### src/rtl/max_dec_blk_if.sv
// Sample-path bus for max_dec_blk: raw samples and window controls in, window extreme out.
// PEAK_INDEX_EN adds the peak_idx signal.
interface max_dec_blk_if #(
    parameter int unsigned DW = 12,
    parameter int unsigned GW = 6,
    parameter int unsigned OW = 8,
    parameter int unsigned CW = 8
);
    logic [DW-1:0] data_in;
    logic          din_valid;
    logic [GW-1:0] mul_c;
    logic [CW-1:0] win_len;
    logic          mode;
    logic [OW-1:0] data_out;
    logic          data_valid;
    logic          sat_flag;
`ifdef PEAK_INDEX_EN
    logic [CW-1:0] peak_idx;
`endif

    modport master (
        output data_in, din_valid, mul_c, win_len, mode,
`ifdef PEAK_INDEX_EN
        input  peak_idx,
`endif
        input  data_out, data_valid, sat_flag
    );

    modport slave (
        input  data_in, din_valid, mul_c, win_len, mode,
`ifdef PEAK_INDEX_EN
        output peak_idx,
`endif
        output data_out, data_valid, sat_flag
    );
endinterface

### src/rtl/max_dec_blk.sv
// Gain-scale, saturate and window max/min decimator (3-stage pipeline).
// Define PEAK_INDEX_EN to add the peak_idx output.
module max_dec_blk #(
    parameter int unsigned DW    = 12,
    parameter int unsigned GW    = 6,
    parameter int unsigned OW    = 8,
    parameter int unsigned SHIFT = 8,
    parameter int unsigned CW    = 8
) (
    input logic          sysclk,
    input logic          rst_n,
    input logic          sync_n,
    max_dec_blk_if.slave bus
);
    localparam int unsigned PW = DW + GW;

    logic [PW-1:0] prod_q, prod_d;
    logic          v1_q, v2_q;
    logic [OW-1:0] s_q, s_d;
    logic          s_sat_q, s_sat_d;
    logic [CW-1:0] cnt_q, wl_q;
    logic          md_q;
    logic [OW-1:0] acc_q, acc_d;
    logic          sat_acc_q, sat_d;
    logic [OW-1:0] data_out_q;
    logic          data_valid_q, sat_flag_q;
    logic          first, eff_md, take, last_smp;
    logic [CW-1:0] eff_wl;
`ifdef PEAK_INDEX_EN
    logic [CW-1:0] idx_q, idx_d, peak_idx_q;
`endif

    assign prod_d = PW'(bus.data_in) * PW'(bus.mul_c);

    always_comb begin
        s_sat_d = (prod_q >> (SHIFT + OW)) != '0;
        s_d     = s_sat_d ? '1 : OW'(prod_q >> SHIFT);
    end

    // Window length and mode are taken live for the first sample, then held until window end.
    always_comb begin
        first    = (cnt_q == '0);
        eff_wl   = first ? bus.win_len : wl_q;
        eff_md   = first ? bus.mode : md_q;
        take     = first || (eff_md ? (s_q < acc_q) : (s_q > acc_q));
        acc_d    = take ? s_q : acc_q;
        sat_d    = s_sat_q | (sat_acc_q & ~first);
        last_smp = (cnt_q == eff_wl);
`ifdef PEAK_INDEX_EN
        idx_d    = take ? cnt_q : idx_q;
`endif
    end

    always_ff @(posedge sysclk or negedge rst_n) begin
        if (!rst_n) begin
            prod_q       <= '0;
            v1_q         <= 1'b0;
            v2_q         <= 1'b0;
            s_q          <= '0;
            s_sat_q      <= 1'b0;
            cnt_q        <= '0;
            wl_q         <= '0;
            md_q         <= 1'b0;
            acc_q        <= '0;
            sat_acc_q    <= 1'b0;
            data_out_q   <= '0;
            data_valid_q <= 1'b0;
            sat_flag_q   <= 1'b0;
`ifdef PEAK_INDEX_EN
            idx_q        <= '0;
            peak_idx_q   <= '0;
`endif
        end else if (!sync_n) begin
            v1_q         <= 1'b0;
            v2_q         <= 1'b0;
            cnt_q        <= '0;
            acc_q        <= '0;
            sat_acc_q    <= 1'b0;
            data_valid_q <= 1'b0;
`ifdef PEAK_INDEX_EN
            idx_q        <= '0;
            peak_idx_q   <= '0;
`endif
        end else begin
            prod_q       <= prod_d;
            v1_q         <= bus.din_valid;
            s_q          <= s_d;
            s_sat_q      <= s_sat_d;
            v2_q         <= v1_q;
            data_valid_q <= 1'b0;
            if (v2_q) begin
                acc_q     <= acc_d;
                sat_acc_q <= sat_d;
`ifdef PEAK_INDEX_EN
                idx_q     <= idx_d;
`endif
                if (first) begin
                    wl_q <= bus.win_len;
                    md_q <= bus.mode;
                end
                if (last_smp) begin
                    cnt_q        <= '0;
                    data_out_q   <= acc_d;
                    data_valid_q <= 1'b1;
                    sat_flag_q   <= sat_d;
`ifdef PEAK_INDEX_EN
                    peak_idx_q   <= idx_d;
`endif
                end else begin
                    cnt_q <= cnt_q + 1'b1;
                end
            end
        end
    end

    assign bus.data_out   = data_out_q;
    assign bus.data_valid = data_valid_q;
    assign bus.sat_flag   = sat_flag_q;
`ifdef PEAK_INDEX_EN
    assign bus.peak_idx   = peak_idx_q;
`endif
endmodule
### src/flat_wrapper.sv
// flat-port wrapper written by rule: the top's interface ports become plain ports
module max_dec_blk_flat 
#(
    parameter int unsigned DW    = 12,
    parameter int unsigned GW    = 6,
    parameter int unsigned OW    = 8,
    parameter int unsigned SHIFT = 8,
    parameter int unsigned CW    = 8
)
  (sysclk, rst_n, sync_n, bus_data_in, bus_din_valid, bus_mul_c, bus_win_len, bus_mode, bus_data_out, bus_data_valid, bus_sat_flag);
  max_dec_blk_if #(.DW(DW), .GW(GW), .OW(OW), .CW(CW)) bus_i ();
  input logic sysclk;
  input logic rst_n;
  input logic sync_n;
  input wire logic [$bits(bus_i.data_in)-1:0] bus_data_in;
  input wire logic [$bits(bus_i.din_valid)-1:0] bus_din_valid;
  input wire logic [$bits(bus_i.mul_c)-1:0] bus_mul_c;
  input wire logic [$bits(bus_i.win_len)-1:0] bus_win_len;
  input wire logic [$bits(bus_i.mode)-1:0] bus_mode;
  output wire logic [$bits(bus_i.data_out)-1:0] bus_data_out;
  output wire logic [$bits(bus_i.data_valid)-1:0] bus_data_valid;
  output wire logic [$bits(bus_i.sat_flag)-1:0] bus_sat_flag;
  assign bus_i.data_in = bus_data_in;
  assign bus_i.din_valid = bus_din_valid;
  assign bus_i.mul_c = bus_mul_c;
  assign bus_i.win_len = bus_win_len;
  assign bus_i.mode = bus_mode;
  assign bus_data_out = bus_i.data_out;
  assign bus_data_valid = bus_i.data_valid;
  assign bus_sat_flag = bus_i.sat_flag;
  max_dec_blk #(.DW(DW), .GW(GW), .OW(OW), .SHIFT(SHIFT), .CW(CW)) u_core (.sysclk(sysclk), .rst_n(rst_n), .sync_n(sync_n), .bus(bus_i));
endmodule
### config.mk
export PLATFORM = sky130hd
export DESIGN_NAME = max_dec_blk_flat
export DESIGN_NICKNAME = d
export VERILOG_FILES = /design/src/rtl/max_dec_blk_if.sv /design/src/rtl/max_dec_blk.sv /design/src/flat_wrapper.sv
export SDC_FILE = /design/constraint.sdc
export NUM_CORES = 1
export LEC_CHECK = 0
export ABC_CLOCK_PERIOD_IN_PS = 4700
export CAP_MARGIN = 15
export CORE_UTILIZATION = 41
export DETAILED_ROUTE_END_ITERATION = 8
export GPL_TIMING_DRIVEN = 0
export SLEW_MARGIN = 30
export SYNTH_ARGS = -nofsm -noshare
export SYNTH_HDL_FRONTEND = slang
export SYNTH_SLANG_ARGS = --single-unit
### constraint.sdc
create_clock -name sysclk -period 4.7 [get_ports sysclk]
set_input_delay 1.41 -clock sysclk [delete_from_list [all_inputs] [get_ports sysclk]]
set_output_delay 1.41 -clock sysclk [all_outputs]
set_load 0.03 [all_outputs]
== Yosys cells after proc, flatten, opt, wreduce, memory -nomap -nowiden ==
Cells that the tools add are included.

* Flip-flop bits (word level): 65
* Input bits: 31
* Output and inout bits: 10
* Logic and storage cells: 44

* Add/subtract/negate cells: 1
* Multiply operators: 1
* Order comparisons: 2
* Eq/ne operators: 2
* Multiplexer cells: 17
* Bitwise gates (word level): 3
* Reduce and logical (&&, ||, !) cells: 5

{| class="wikitable"
|+ Operator list
! operator !! count
|-
| $mux W8 || 8
|-
| $mul A12 B6 Y18 || 1
|-
| $reduce_bool A18 Y1 || 1
|-
| $mux W1 || 9
|-
| $add A8 B1 Y8 const B || 1
|-
| $eq A8 B8 Y1 || 1
|-
| $gt A8 B8 Y1 || 1
|-
| $logic_not A8 Y1 || 1
|-
| $lt A8 B8 Y1 || 1
|-
| $reduce_and A3 Y1 || 1
|-
| $ne A2 B1 Y1 const B || 1
|-
| $reduce_and A2 Y1 || 1
|-
| $and A1 B1 Y1 || 1
|-
| $logic_or A1 B1 Y1 || 1
|-
| $not A1 Y1 || 1
|-
| $or A1 B1 Y1 || 1
|}

== Depth between registers and ports, before layout ==
Gate-level depths: netlist (run 1).

* Word-level depth: 7
* Mapped depth: 16
* Mapped depth without buffers: 15

== Worst setup path before layout (run 1) ==
Ideal clock, no wire load.

* Kind: input -> register
* Start point: in bus_mul_c[4]
* End point: reg u_core.prod_q[17]
* Setup time: 0.125 ns
* Arrival: 4.990 ns
* Required time: 4.575 ns
* Slack: -0.415 ns
* Cell stages on the path: 15
* Path buffers: 1
* Path through: clkbuf_1 -> and2_1 -> fa_1 -> fa_1 -> inv_1 -> fa_1 -> inv_1 -> ha_1 -> o211ai_1 -> a21boi_0 -> a21oi_1 -> o31ai_1 -> a21oi_1 -> xnor2_1 -> mux2_2

* Cells in the longest elaborated chain, start to end: 1

{| class="wikitable"
|+ RTL lines
! element !! line !! text
|-
| start: declaration || flat_wrapper.sv:17 || <nowiki>input wire logic [$bits(bus_i.mul_c)-1:0] bus_mul_c;</nowiki>
|-
| $mul A12 B6 Y18 || max_dec_blk.sv:33 || <nowiki>assign prod_d = PW'(bus.data_in) * PW'(bus.mul_c);</nowiki>
|-
| end signal: assignment || max_dec_blk.sv:85 || <nowiki>prod_q <= prod_d;</nowiki>
|-
| end: declaration || max_dec_blk.sv:17 || <nowiki>logic [PW-1:0] prod_q, prod_d;</nowiki>
|}

Every way passes these cells.
A chain may end at the register's enable or synchronous reset.

== Worst setup path in the final report (run 1) ==
* Start point: in bus_mul_c[0]
* End point: reg u_core.prod_q[17]

The elaborated chain is that of the path after synthesis.

==> reports/summary.txt, run 1 <==
synth-to-layout area growth: 27.2%
R2R setup slack: 1.55 ns
vias per cell: 5.13
syn nets: 601
simple-gate share of the synthesized area: 0.182
Hold Buf Count CTS: 0
Hold Vio Cnt, Final: 0
max cap viols: 0
Leakage Power: 2.92 nW
IR drop worst, VDD: 0.251 mV
vias in the first global route: 3853
sequential area share after synthesis: 0.294
Fillers: 1018
Ys Warns: 0
Final setup viols: 5
layout cell share with drive strength beyond 1: 0.229
fin crit period: 4.73 ns
Worst EP required: 4.91 ns
cts bufs inserted: 9
Remaining DRCs: 0
slew of the pin with the lowest slew margin: 0.920 ns
Clk pin slew, worst setup/hold paths: 0.05 ns
CTS tree: yes
main combinational cell family by area after synthesis: adder cells
die area: 12300 um2
EDFF count, synth: 0
pin count of the biggest net entering global routing: 37
row cnt: 39
# clock sinks: 57
commonest non-fill, non-tap cell in the layout: inv_1
ANT nets after route: 0
ys flop type: dfrtp_1
Worst EP arrival: 4.94 ns
Crit Path Max Fanout: 4
die width: 111 um
layout net count: 673
initial antenna violation count: 0
Synth Instances: 497
mux cell area share after synthesis: 0.0788
adder-cell share of the synthesized area: 0.251
r2r startpoint: u_core.cnt_q[0]
GRT Total Usage: 0.183
PD cells: 386 nW/um2
routed wire length: 10400 um
I/O pins: 41
CTS Root Cell: clkbuf_16
GP Congestion: 0.819
Slew Limit Headroom: 0.383
H-tree levels: 3
fin crit share: 1.01
first-pass GRT wire length: 18400 um
Core ar.: 11500 um2
register bit total from synthesis: 57
xor/xnor share of the synthesized area: 0.0199
Final Power: 2.38 mW
synthesized cell area: 4840 um2
diode count: 0
unrepaired setup endpoints after global routing: yes
worst hold margin: 0.461 ns
Reg2Reg Capture Point: u_core.bus.sat_flag
Final Max Slew Viols: 0
hpwl dp: 7840 um
synth unique cells: 49
worst setup margin: -0.0322 ns
Clock Skews: 0.00715 ns
worst hold stages: 1
hold endpoint: u_core.v2_q
Initial DRT Pass Iterations: 4
I/O Buffers: 40
Worst-Skew Late Latency: 0.32 ns
Startpoint Class: input pin
total grt overflow: 0
Compound-Gate Fraction of Synth Area: 0.109
total number of vias: 3674
1st-iter DRT viols: 198
Avg Cell Area, Syn: 9.75 um2
Hold WC Path Type: flop to flop
Starting Density: 0.422
worst setup path category: input pin to flop
Worst setup EP type: flop
clk buf depth: 2
wire length per cell: 14.5 um
failing checks: negative setup slack
Async SR Flop Fraction: 1.00
Die H: 111 um
fmax: 211 MHz
commonest non-fill, non-tap cells in the layout: inv_1 (59), dfrtp_1 (57), and2_1 (42)
critical hold path startpoint: u_core.v1_q
Reg2Reg Depth: 11
status: finished with violations
[stage by stage]
step | TNS (ns) | setup slack (ns) | area [um2] | utilization | std cells
6_report | -0.0580 | -0.0322 | 6160 | 0.537 | 716
5_1_grt | -0.684 | -0.168 | 6160 | 0.537 | 716
4_1_cts | -0.281 | -0.0665 | 6090 | 0.531 | 713
3_5_place_dp | -7.49 | -0.948 | 5570 | 0.485 | 681
3_3_place_gp | -7.14 | -0.885 | 5540 | 0.483 | 680
2_1_floorplan | -0.244 | -0.106 | 4960 | - | 497
[flip-flops by register name (all words and copies together) (netlist names)]
register / flops
u_core.bus.data_valid: 1
u_core.md_q: 1
u_core.sat_acc_q: 1
u_core.cnt_q: 8
u_core.s_sat_q: 1
u_core.s_q: 8
u_core.v1_q: 1
u_core.wl_q: 8
u_core.v2_q: 1
u_core.acc_q: 8
u_core.bus.sat_flag: 1
u_core.prod_q: 10
u_core.bus.data_out: 8
[worst max-delay path by stage]
stage	start	endpoint	slack, ns	cells after the start
floorplan	bus_mul_c[0]	u_core.prod_q[14]	-0.11	15
global placement	bus_mul_c[5]	u_core.prod_q[14]	-0.88	15
detailed placement	bus_mul_c[5]	u_core.prod_q[14]	-0.95	15
CTS	bus_mul_c[0]	u_core.prod_q[13]	-0.07	16
global route	bus_mul_c[2]	u_core.prod_q[15]	-0.17	16
finish	bus_mul_c[0]	u_core.prod_q[17]	-0.03	17
[layout make-up]
class | count | area (um2) | area share
Buffer | 16 | 134 | 0.0217
Clock buffer | 12 | 267 | 0.0433
Clock inverter | 3 | 15.0 | 0.00244
Inverter | 66 | 248 | 0.0402
Multi-Input combinational cell | 358 | 3330 | 0.541
Sequential cell | 57 | 1430 | 0.232
Tap cell | 143 | 179 | 0.0290
Timing Repair Buffer | 61 | 561 | 0.0910
[cell families (layout without fill, tap and decap cells)]
family | Yosys count | after routing
AND/OR/NAND/NOR | 153 | 153
AO/OA/AOI/OAI | 85 | 85
buffers and inverters | 82 | 158
adder cells (fa/ha/maj) | 73 | 73
flip-flops | 57 | 57
multiplexers | 36 | 36
XOR/XNOR | 11 | 11
[power by group]
group / switching, mW / leakage, nW / total [mW] / internal (mW)
logic: 0.530 / 2.06 / 1.09 / 0.559
clock network: 0.210 / 0.144 / 0.602 / 0.393
registers: 0.0852 / 0.721 / 0.687 / 0.602
total: 0.824 / 2.92 / 2.38 / 1.55
[layer usage]
layer / GRT usage / routed length [um] / part of all wire / vias up
met5: 0 / 0 / 0 / -
met4: 0.0631 / 184 / 0.018 / 0
met3: 0.0197 / 242 / 0.023 / 14
li1: - / - / - / 1797
met2: 0.315 / 5110 / 0.49 / 65
met1: 0.239 / 4850 / 0.47 / 1798
[synthesized netlist by cell type, drive strengths merged (5+ instances only)]
master / number / share of area
inv: 66 / 0.051
dfrtp: 57 / 0.29
and2: 56 / 0.072
fa: 40 / 0.17
o21ai: 35 / 0.036
ha: 33 / 0.085
nand2: 31 / 0.024
mux2i: 19 / 0.039
mux2: 17 / 0.040
a21oi: 16 / 0.017
nor2: 16 / 0.016
clkbuf: 14 / 0.011
nor2b: 10 / 0.013
o22a: 8 / 0.014
nand3: 7 / 0.0072
xnor2: 7 / 0.013
and3: 6 / 0.0078
nand4: 5 / 0.0065
[timing repair]
item                       4_1_cts  5_1_grt
setup endpoints to repair       10        8
setup buffers                   13        4
pin swaps                       20       35
resized for setup               84       39
cloned                           4        0
[worst max-delay path, stage by stage]
cell      delay [ns]
buf_8           0.10
buf_8           0.11
buf_6           0.11
and2_4          0.13
fa_1            0.49
fa_1            0.56
inv_2           0.04
fa_1            0.51
inv_2           0.04
ha_4            0.26
o21a_1          0.14
nor3_2          0.04
o21bai_4        0.21
o31ai_4         0.29
a21oi_2         0.09
xnor2_1         0.13
mux2_4          0.25
Power figures use the tool's default switching activity.
==> run 2, diff against run 1 <==
CAP_MARGIN = 20   (was 15)
GPL_TIMING_DRIVEN = not set   (was 0)
==> reports/summary.txt, run 2 (synthesized netlist as in run 1, its figures left out) <==
worst setup path category: input pin to flop
routed wire length: 9450 um
I/O Buffers: 40
GP Congestion: 0.859
Critical Path, Cell by Cell: buf_8 > and2_4 > fa_1 > inv_2 > fa_1 > inv_2 > fa_1 > ha_1 > o211ai_1 > a21boi_4 > a21oi_4 > o31ai_4 > buf_4 > xor2_1 > mux2_4
Starting Density: 0.422
Die H: 111 um
H-tree levels: 3
Crit Path Max Fanout: 6
layout net count: 675
vias per cell: 5.00
Worst-Skew Late Latency: 0.33 ns
Hold WC Path Type: flop to flop
diode count: 0
CTS Root Cell: clkbuf_16
pin count of the biggest net entering global routing: 37
pre-CTS setup slack: -0.810 ns
Worst EP required: 4.91 ns
Reg2Reg Depth: 9
Remaining DRCs: 0
Crit path buffers/inverters: 4
Final setup viols: 0
layout cell share with drive strength beyond 1: 0.231
Leakage Power: 2.95 nW
Hold Vio Cnt, Final: 0
cts bufs inserted: 9
Initial DRT Pass Iterations: 4
Worst setup EP type: flop
fmax: 215 MHz
status: completed
initial antenna violation count: 0
unrepaired setup endpoints after global routing: yes
Final Power: 2.47 mW
max cap viols: 0
worst hold margin: 0.452 ns
Clk pin slew, worst setup/hold paths: 0.05 ns
crit-path max cell delay: 0.54 ns
I/O pins: 41
commonest non-fill, non-tap cell in the layout: inv_1
placed cell area: 5680 um2
row cnt: 39
worst setup margin: 0.0446 ns
slew of the pin with the lowest slew margin: 0.880 ns
Final Max Slew Viols: 0
cell repeated most along the worst path: fa_1
hpwl dp: 7650 um
ANT nets after route: 0
first-pass GRT wire length: 16700 um
total grt overflow: 0
total number of vias: 3598
Stages on worst setup path: 15
Core ar.: 11500 um2
PD cells: 404 nW/um2
worst hold stages: 1
Worst EP arrival: 4.86 ns
synth-to-layout area growth: 26.4%
Startpoint Class: input pin
Top delay family on crit path: adder cells
fin crit period: 4.66 ns
Fin Setup TNS: 0 ns
fin crit share: 0.991
number of flip-flops in the largest register: 10
# clock sinks: 57
Largest Register: u_core.prod_q
Fillers: 1034
Clock Skews: 0.00702 ns
1st-iter DRT viols: 116
post-route cell area: 6120 um2
clk buf depth: 2
IR drop worst, VDD: 0.226 mV
GRT Total Usage: 0.165
die area: 12300 um2
Slowest cell on crit path: fa_1
die width: 111 um
CTS tree: yes
wire length per cell: 13.1 um
Slew Limit Headroom: 0.410
vias in the first global route: 3630
commonest non-fill, non-tap cells in the layout: inv_1 (63), dfrtp_1 (57), and2_1 (40)
-- run 2: layout make-up --
cell class                      instances  area [um2]  share of cell area
Tap cell                              143         179              0.0292
Timing Repair Buffer                   79         662               0.108
Clock buffer                           12         267              0.0435
Clock inverter                          4        50.0             0.00817
Multi-Input combinational cell        358        3290               0.538
Inverter                               66         248              0.0405
Sequential cell                        57        1430               0.233
-- run 2: what timing repair did --
action,4_1_cts,5_1_grt
pin swaps,17,30
endpoints found under the setup margin,10,8
resized for setup,75,36
buffers inserted,2,4
hold buffers,0,0
cloned,0,0
-- run 2: worst paths after layout --
kind	from	to	slack [ns]
max	bus_data_in[4]	u_core.prod_q[13]	0.04
min	u_core.v1_q	u_core.v2_q	0.45
max reg2reg	u_core.cnt_q[0]	u_core.bus.data_out[6]	1.63
min reg2reg	u_core.v1_q	u_core.v2_q	0.45
max in group asynchronous	rst_n	u_core.wl_q[1]	2.79
min in group asynchronous	rst_n	u_core.bus.data_out[0]	1.08
-- run 2: routing by layer --
metal,share of wire,GRT usage
met1,0.49,0.216
met2,0.47,0.278
met3,0.023,0.0273
met4,0.012,0.0533
met5,0,0
-- run 2: worst reg2reg max path, cell delays in order, from the launching register on --
cell and delay, ns:
dfrtp_1 0.45, inv_1 0.11, ha_1 0.16, nor3b_1 0.50, nand2_1 0.23, a211oi_1 0.25, nor2_1 0.05, or4_1 0.66
or2_1 0.40, o21ai_1 0.18
-- run 2: power by group --
part	internal (mW)	switching (mW)	leakage [nW]
logic	0.592	0.519	2.08
clock network	0.452	0.217	0.151
registers	0.601	0.0901	0.721
total	1.65	0.827	2.95
-- run 2: metrics by stage --
step | utilization | instances
after floorplan | - | 497
after global placement | 0.496 | 698
after detailed placement | 0.496 | 698
after CTS | 0.524 | 715
after global routing | 0.534 | 719
final | 0.534 | 719
